<file path="config.mk">
export PLATFORM = sky130hd
export DESIGN_NAME = serial_word_collector_flat
export DESIGN_NICKNAME = d
export VERILOG_FILES = /design/src/rtl/serial_word_collector_if.sv /design/src/rtl/serial_word_collector.sv /design/src/flat_wrapper.sv
export SDC_FILE = /design/constraint.sdc
export NUM_CORES = 1
export LEC_CHECK = 0
export ABC_AREA = 1
export BUFFER_PORTS_ARGS = -buffer_cell sky130_fd_sc_hd__clkbuf_2
export CORE_AREA = 2 2 70 72
export CTS_CLUSTER_DIAMETER = 100
export CTS_CLUSTER_SIZE = 40
export DETAILED_ROUTE_END_ITERATION = 6
export DIE_AREA = 0 0 72 74
export GPL_TIMING_DRIVEN = 0
export SLEW_MARGIN = 25
export SYNTH_ARGS = -nofsm -noshare
export SYNTH_HDL_FRONTEND = slang
export SYNTH_SLANG_ARGS = --single-unit
</file>
<file path="constraint.sdc">
create_clock -name clk -period 3.85 [get_ports clk]
set_input_delay 0 -clock clk [delete_from_list [all_inputs] [get_ports clk]]
set_output_delay 0 -clock clk [all_outputs]
set_load 0.01 [all_outputs]
</file>
<file path="src/rtl/serial_word_collector_if.sv">
// Bundle of the serial collector's control, serial input and parallel output signals.
// The master side drives start/dir/en/sin/out_ready/clr_ovr; the slave side (the collector) drives the rest.
interface serial_word_collector_if #(
  parameter int WIDTH = 16,
  parameter int CNT_W = 5
);
  logic             start;
  logic             dir;
  logic             en;
  logic             sin;
  logic             out_ready;
  logic             clr_ovr;
  logic [WIDTH-1:0] outdata;
  logic             out_valid;
  logic             busy;
  logic [CNT_W-1:0] bit_cnt;
  logic             overrun;

  modport master (
    output start, dir, en, sin, out_ready, clr_ovr,
    input  outdata, out_valid, busy, bit_cnt, overrun
  );

  modport slave (
    input  start, dir, en, sin, out_ready, clr_ovr,
    output outdata, out_valid, busy, bit_cnt, overrun
  );
endinterface

</file>
<file path="src/rtl/serial_word_collector.sv">
// Serial-in/parallel-out receiver: gathers WIDTH strobed bits in a latched direction and
// presents the word on a valid/ready port (word is transferred on a cycle with out_valid && out_ready).
module serial_word_collector #(
  parameter int WIDTH = 16,
  parameter int CNT_W = 5
) (
  input  logic                  clk,
  input  logic                  rst_n,
  serial_word_collector_if.slave bus,
  output logic [1:0]            dbg_state_o
);

  typedef enum logic [1:0] {
    IDLE  = 2'd0,
    SHIFT = 2'd1,
    HOLD  = 2'd2
  } state_t;

  state_t           state_q, state_d;
  logic [WIDTH-1:0] sreg_q, sreg_d;
  logic [WIDTH-1:0] outdata_q, outdata_d;
  logic [CNT_W-1:0] cnt_q, cnt_d;
  logic             dir_q, dir_d;
  logic             valid_q, valid_d;
  logic             ovr_q, ovr_d;
  logic [WIDTH-1:0] shifted;

  // Direction comes from the value latched at frame start, never the live input.
  assign shifted = dir_q ? {bus.sin, sreg_q[WIDTH-1:1]}
                         : {sreg_q[WIDTH-2:0], bus.sin};

  always_comb begin
    state_d   = state_q;
    sreg_d    = sreg_q;
    outdata_d = outdata_q;
    cnt_d     = cnt_q;
    dir_d     = dir_q;
    valid_d   = valid_q;
    ovr_d     = bus.clr_ovr ? 1'b0 : ovr_q;
    case (state_q)
      IDLE: begin
        if (bus.start) begin
          state_d = SHIFT;
          sreg_d  = '0;
          cnt_d   = '0;
          dir_d   = bus.dir;
        end
      end
      SHIFT: begin
        if (bus.en) begin
          sreg_d = shifted;
          if (cnt_q == CNT_W'(WIDTH - 1)) begin
            outdata_d = shifted;
            valid_d   = 1'b1;
            cnt_d     = '0;
            state_d   = HOLD;
          end else begin
            cnt_d = cnt_q + 1'b1;
          end
        end
      end
      HOLD: begin
        if (bus.out_ready) begin
          valid_d = 1'b0;
          if (bus.start) begin
            state_d = SHIFT;
            sreg_d  = '0;
            cnt_d   = '0;
            dir_d   = bus.dir;
          end else begin
            state_d = IDLE;
          end
        end else if (bus.start) begin
          ovr_d = 1'b1;
        end
      end
      default: state_d = IDLE;
    endcase
  end

  always_ff @(posedge clk or negedge rst_n) begin
    if (!rst_n) begin
      state_q   <= IDLE;
      sreg_q    <= '0;
      outdata_q <= '0;
      cnt_q     <= '0;
      dir_q     <= 1'b0;
      valid_q   <= 1'b0;
      ovr_q     <= 1'b0;
    end else begin
      state_q   <= state_d;
      sreg_q    <= sreg_d;
      outdata_q <= outdata_d;
      cnt_q     <= cnt_d;
      dir_q     <= dir_d;
      valid_q   <= valid_d;
      ovr_q     <= ovr_d;
    end
  end

  assign bus.outdata   = outdata_q;
  assign bus.out_valid = valid_q;
  assign bus.busy      = (state_q == SHIFT);
  assign bus.bit_cnt   = cnt_q;
  assign bus.overrun   = ovr_q;
  assign dbg_state_o   = state_q;

endmodule

</file>
<file path="src/flat_wrapper.sv">
// flat-port wrapper written by rule: the top's interface ports become plain ports
module serial_word_collector_flat 
#(
  parameter int WIDTH = 16,
  parameter int CNT_W = 5
)
  (clk, rst_n, dbg_state_o, bus_start, bus_dir, bus_en, bus_sin, bus_out_ready, bus_clr_ovr, bus_outdata, bus_out_valid, bus_busy, bus_bit_cnt, bus_overrun);
  serial_word_collector_if #(.WIDTH(WIDTH), .CNT_W(CNT_W)) bus_i ();
  input  logic clk;
  input  logic rst_n;
  output logic [1:0] dbg_state_o;
  input wire logic [$bits(bus_i.start)-1:0] bus_start;
  input wire logic [$bits(bus_i.dir)-1:0] bus_dir;
  input wire logic [$bits(bus_i.en)-1:0] bus_en;
  input wire logic [$bits(bus_i.sin)-1:0] bus_sin;
  input wire logic [$bits(bus_i.out_ready)-1:0] bus_out_ready;
  input wire logic [$bits(bus_i.clr_ovr)-1:0] bus_clr_ovr;
  output wire logic [$bits(bus_i.outdata)-1:0] bus_outdata;
  output wire logic [$bits(bus_i.out_valid)-1:0] bus_out_valid;
  output wire logic [$bits(bus_i.busy)-1:0] bus_busy;
  output wire logic [$bits(bus_i.bit_cnt)-1:0] bus_bit_cnt;
  output wire logic [$bits(bus_i.overrun)-1:0] bus_overrun;
  assign bus_i.start = bus_start;
  assign bus_i.dir = bus_dir;
  assign bus_i.en = bus_en;
  assign bus_i.sin = bus_sin;
  assign bus_i.out_ready = bus_out_ready;
  assign bus_i.clr_ovr = bus_clr_ovr;
  assign bus_outdata = bus_i.outdata;
  assign bus_out_valid = bus_i.out_valid;
  assign bus_busy = bus_i.busy;
  assign bus_bit_cnt = bus_i.bit_cnt;
  assign bus_overrun = bus_i.overrun;
  serial_word_collector #(.WIDTH(WIDTH), .CNT_W(CNT_W)) u_core (.clk(clk), .rst_n(rst_n), .bus(bus_i), .dbg_state_o(dbg_state_o));
endmodule
</file>
# == After elaboration in Yosys (flattened, before gate mapping) ==
# Cells that the tools add are included.
# word_totals
regBits,42
latchBits,0
mem_bits_rw,0
romBits,0
in_bits,8
out_inout_bits,26
word_cells,51
memories,0
# classes
add_sub_neg,1
n_mul,0
div,0
magnitude_cmp,0
n_eq_ne,7
shift,0
n_mux,27
bitwise,0
reduce_logical,9
# op_table
op,n
two-way mux 16 bit,4
one-hot mux 16 bit (3 select lines),1
two-way mux 5 bit,4
one-hot mux 5 bit (3 select lines),1
two-way mux 1 bit,10
two-way mux 2 bit,4
AND reduction 4 bit,2
inequality test 2 bit (second input constant),3
one-hot mux 2 bit (3 select lines),1
AND reduction 3 bit,2
adder 5 x 1 -> 5 bit (second input constant),1
equality test 5 x 4 -> 1 bit (second input constant),1
one-hot mux 1 bit (2 select lines),2
nonzero test 2 bit,2
nonzero test 3 bit,1
equality test 2 x 1 -> 1 bit (second input constant),1
equality test 2 bit (second input constant),1
zero test 2 bit,1
inequality test 2 x 1 -> 1 bit (second input constant),1
AND reduction 2 bit,1

# == Depth between registers and ports, before layout ==
# logic_depth
depth_word,4
depth_mapped,8
ltp_nobuf,7

# == Least setup slack after synthesis ==
# Ideal clock, no wire load.
# synth_path
path_kind,reg-to-reg
startpoint,register u_core.cnt_q[0] (netlist: u_core.bus.bit_cnt[0])
endpoint,register u_core.outdata_q[2] (netlist: u_core.bus.outdata[2])
setup_ns,0.127
arrival_time_ns,1.286
t_required_ns,3.723
setup_slack_ns,2.437
path_stages_with_launch,8
path_buffers,1
period_less_slack_ns,1.413
cell_sequence,dfrtp_1 -> ha_1 -> nand3_2 -> nor2_2 -> nand3_4 -> buf_2 -> nand2_1 -> o21ai_1
# synth_between
elab_chain_cells,2
# synth_lines
element,line,rtl
from (decl),serial_word_collector.sv:22,"logic [CNT_W-1:0] cnt_q, cnt_d;"
from (signal assigned),serial_word_collector.sv:94,cnt_q <= cnt_d;
equality test 5 x 4 -> 1 bit,serial_word_collector.sv:52,if (cnt_q == CNT_W'(WIDTH - 1)) begin
AND reduction 3 bit (no source line),-,
to (signal assigned),serial_word_collector.sv:93,outdata_q <= outdata_d;
to (decl),serial_word_collector.sv:21,"logic [WIDTH-1:0] outdata_q, outdata_d;"
# No other way between the ends.
# A chain may end at the register's enable or synchronous reset.

# == Worst setup path after layout ==
# layout_path
startpoint,register u_core.cnt_q[0] (netlist: u_core.bus.bit_cnt[0])
endpoint,register u_core.outdata_q[1] (netlist: u_core.bus.outdata[1])
# The elaborated chain is that of the path after synthesis.

==> impl_metrics.tcl <==
set metrics [dict create \
    die_area_um2 5330 \
    routedWlPerCell_um 12.6 \
    fill_cells 453 \
    required_ps 4020 \
    power_mw 1.55 \
    initial_core_util_pct 43.5 \
    hold_ws_ps 11.5 \
    p_leak_nw 1.27 \
    ant_nets 0 \
    synth-xor-area-share_pct 0 \
    via_per_inst 4.81 \
    relSlewSlack_pct 61.2 \
    grt-ovfl-total 0 \
    cp_max_fo 10 \
    setup-violations-final 0 \
    hold_path_class "primary input to register" \
    yosys.area_share.simple_pct 29.6 \
    antenna_found_initial 0 \
    io_buffers 33 \
    clkPwrFrac_pct 18.9 \
    grt_pass1_wl_um 7290 \
    multi_input_area_um2 790 \
    drt-total-wl_um 4390 \
    hold_buffers 3 \
    place_area_um2 2230 \
    clock_latency_ps 300 \
    cp_cell_sequence "ha_1 -> nand3_2 -> nor2_2 -> nand3_4 -> buf_2 -> nand2_1 -> o21ai_1" \
    worstRegToRegCells 7 \
    ys_warn_count 0 \
    post-dp-hpwl_um 3130 \
    num_rows 25 \
    power_frac_seq_pct 40.6 \
    synth_top_cell_by_area "dfrtp_1" \
    cp-end-kind "register" \
    slowest_stage "dfrtp_1" \
    first_global_vias 1512 \
    synth_flop_cell "dfrtp_1" \
    seq_area_um2 1050 \
    fin_crit_sh_pct 40.0 \
    syn_to_final_growth_pct 17.8 \
    rrSetupSlack_ps 2310 \
    yosys-top-cells-count "nand2_1, dfrtp_1, nor2_1, inv_1, o21ai_1" \
    worstHoldStart "bus_start" \
    cp_num_buf_inv 1 \
    yosysMostFrequentCell "nand2_1" \
    rsz0062_at_grt "false" \
    nets 303 \
    cp-endpoint "u_core.bus.outdata[1]" \
    ctsResizeCount 0 \
    path_class "register to register" \
    syn_inst 251 \
    min_period_ps 1540 \
    n_antenna_cell 0 \
    vias 1680 \
    die_y_um 74 \
    ctsLongestPathBuffers 2 \
    crit_start "u_core.bus.bit_cnt[0]" \
    synth.distinct_cells 24 \
    cp-start-kind "register" \
    syn-mean-instance-area_um2 7.97 \
    fmax_ghz 0.650 \
    firstDrtPassIters 4 \
    htreeDepth 2 \
    slowest_delay_ps 440 \
    hold_viol_final 0 \
    p_sw_uw 643 \
    synth_area_leaders "dfrtp_1, nand2_1, nor2_1" \
    vdd_drop_max_mv 0.326 \
    cts-root-buf "clkbuf_8" \
    cts_tree "done" \
    gp_congestion 0.877 \
    synth_top_cell_area_share_pct 52.6 \
    grt_max_degree 43 \
    synth_fp_nets 260 \
    yosysSeqAreaShare_pct 52.6 \
    finalNonFillerCells 349 \
    r2r_start "u_core.bus.bit_cnt[0]" \
    final_area_um2 2360 \
    drive_above_1_share_pct 20.0 \
    cts_sinks 42 \
    clkTransAtPathRegs_ps 80 \
    fp.dieW_um 72 \
    synth_compound_area_share_pct 9.26 \
    post-cts-setup-buffers 0 \
    cellPowerDensity_nw_per_um2 657 \
    power_frac_comb_pct 40.5 \
    drv_cap 0 \
    r2r_end "u_core.bus.outdata[1]" \
    swShare_pct 41.6 \
    numCtsBuffers 5 \
    syn-cell-area_um2 2000 \
    synth_top_family_by_area "simple AND/OR/NAND/NOR gates" \
    synth_adder_area_share_pct 0.626 \
    finalClockSkew_ps 6.50 \
    synth.area.mux_share_pct 0 \
    finalSetupTns_ps 0 \
    cp.depth 7 \
    cp_data_arrival_time_ps 1710 \
    synth_edf_count 0 \
    crit_family "simple AND/OR/NAND/NOR gates" \
    ios 34 \
    async_flop_share_pct 100 \
    p_int_uw 904 \
    status "finished, final reports clean" \
    drt-initial-drc-count 108 \
    gr-usage-all-layers_pct 17.8 \
    drc_errors 0 \
    core-area_um2 4600 \
    final_max_slew_viol_count 0 \
    worst_slew_pin_slew_ps 582 \
    synth-seq-cells 42 \
    dp_cells 338 \
]
-- power by group through the flow --
stage                     sequential [mW]  clock (mW)  combinational (mW)
after global routing                0.641       0.318               0.727
final                               0.628       0.292               0.627
after CTS                           0.626       0.301               0.629
after floorplan                     0.627           0               0.448
after detailed placement            0.634           0               0.625
after global placement              0.632           0               0.619
-- per-layer routing --
layer / GRT usage, % / wire length [um] / vias to the layer above
met2: 25.6 / 1800 / 34
met1: 26.6 / 2350 / 774
met3: 4.07 / 178 / 6
li1: - / - / 866
met4: 5.87 / 59 / 0
met5: 0 / 0 / -
-- cells in the final DEF (no fill, tap or decap), types with 2 or more instances in the layout --
cell type / count
nor2_1: 24
clkbuf_2: 32
nand4_1: 2
nand3b_1: 2
nand2_1: 97
inv_1: 19
clkbuf_1: 2
clkbuf_8: 6
dfrtp_1: 42
dlygate4sd3_1: 3
a21oi_1: 8
o21ai_0: 9
buf_6: 4
nand3_1: 8
buf_2: 7
o21ai_1: 17
-- worst reg2reg max path, cell delays in order (launching register included) --
cell and delay, ps:
dfrtp_1 440, ha_1 250, nand3_2 100, nor2_2 140, nand3_4 140, buf_2 220
nand2_1 80, o21ai_1 60
-- flip-flops by register name (all words and copies together) (netlist names) --
signal / cells
u_core.bus.overrun: 1
u_core.bus.outdata: 16
u_core.dir_q: 1
u_core.bus.bit_cnt: 5
u_core.bus.out_valid: 1
u_core.sreg_q: 16
u_core.dbg_state_o: 2
-- stage by stage --
step / setup slack [ps] / utilization (%)
final: 2310 / 51.2
after global routing: 2170 / 51.2
after CTS: 2300 / 51.2
after detailed placement: 2330 / 48.6
after global placement: 2330 / 48.5
after floorplan: 2440 / -
-- cell type report --
| type | instances | share of cell area, % |
|---|---|---|
| Multi-Input combinational cell | 177 | 33.5 |
| Buffer | 12 | 3.56 |
| Timing Repair Buffer | 36 | 8.39 |
| Clock inverter | 1 | 0.212 |
| Clock buffer | 7 | 3.66 |
| Sequential cell | 42 | 44.6 |
| Tap cell | 54 | 2.87 |
| Inverter | 20 | 3.19 |
-- cell families after synthesis --
family / Yosys count
and+or+nand+nor: 140
AOI/OAI and AO/OA: 36
DFF: 42
buffers and inverters: 32
adders and majority gates: 1
-- how the worst min path moves through the flow --
stage | depth (start not counted) | endpoint | slack (ps)
after floorplan | 0 | u_core.bus.bit_cnt[0] | -300
after global placement | 2 | u_core.bus.overrun | 190
final | 3 | u_core.bus.overrun | 10
after global routing | 3 | u_core.dbg_state_o[0] | 30
after detailed placement | 1 | u_core.bus.bit_cnt[1] | 60
after CTS | 3 | u_core.bus.overrun | 3
(Power assumes the default switching activity.)
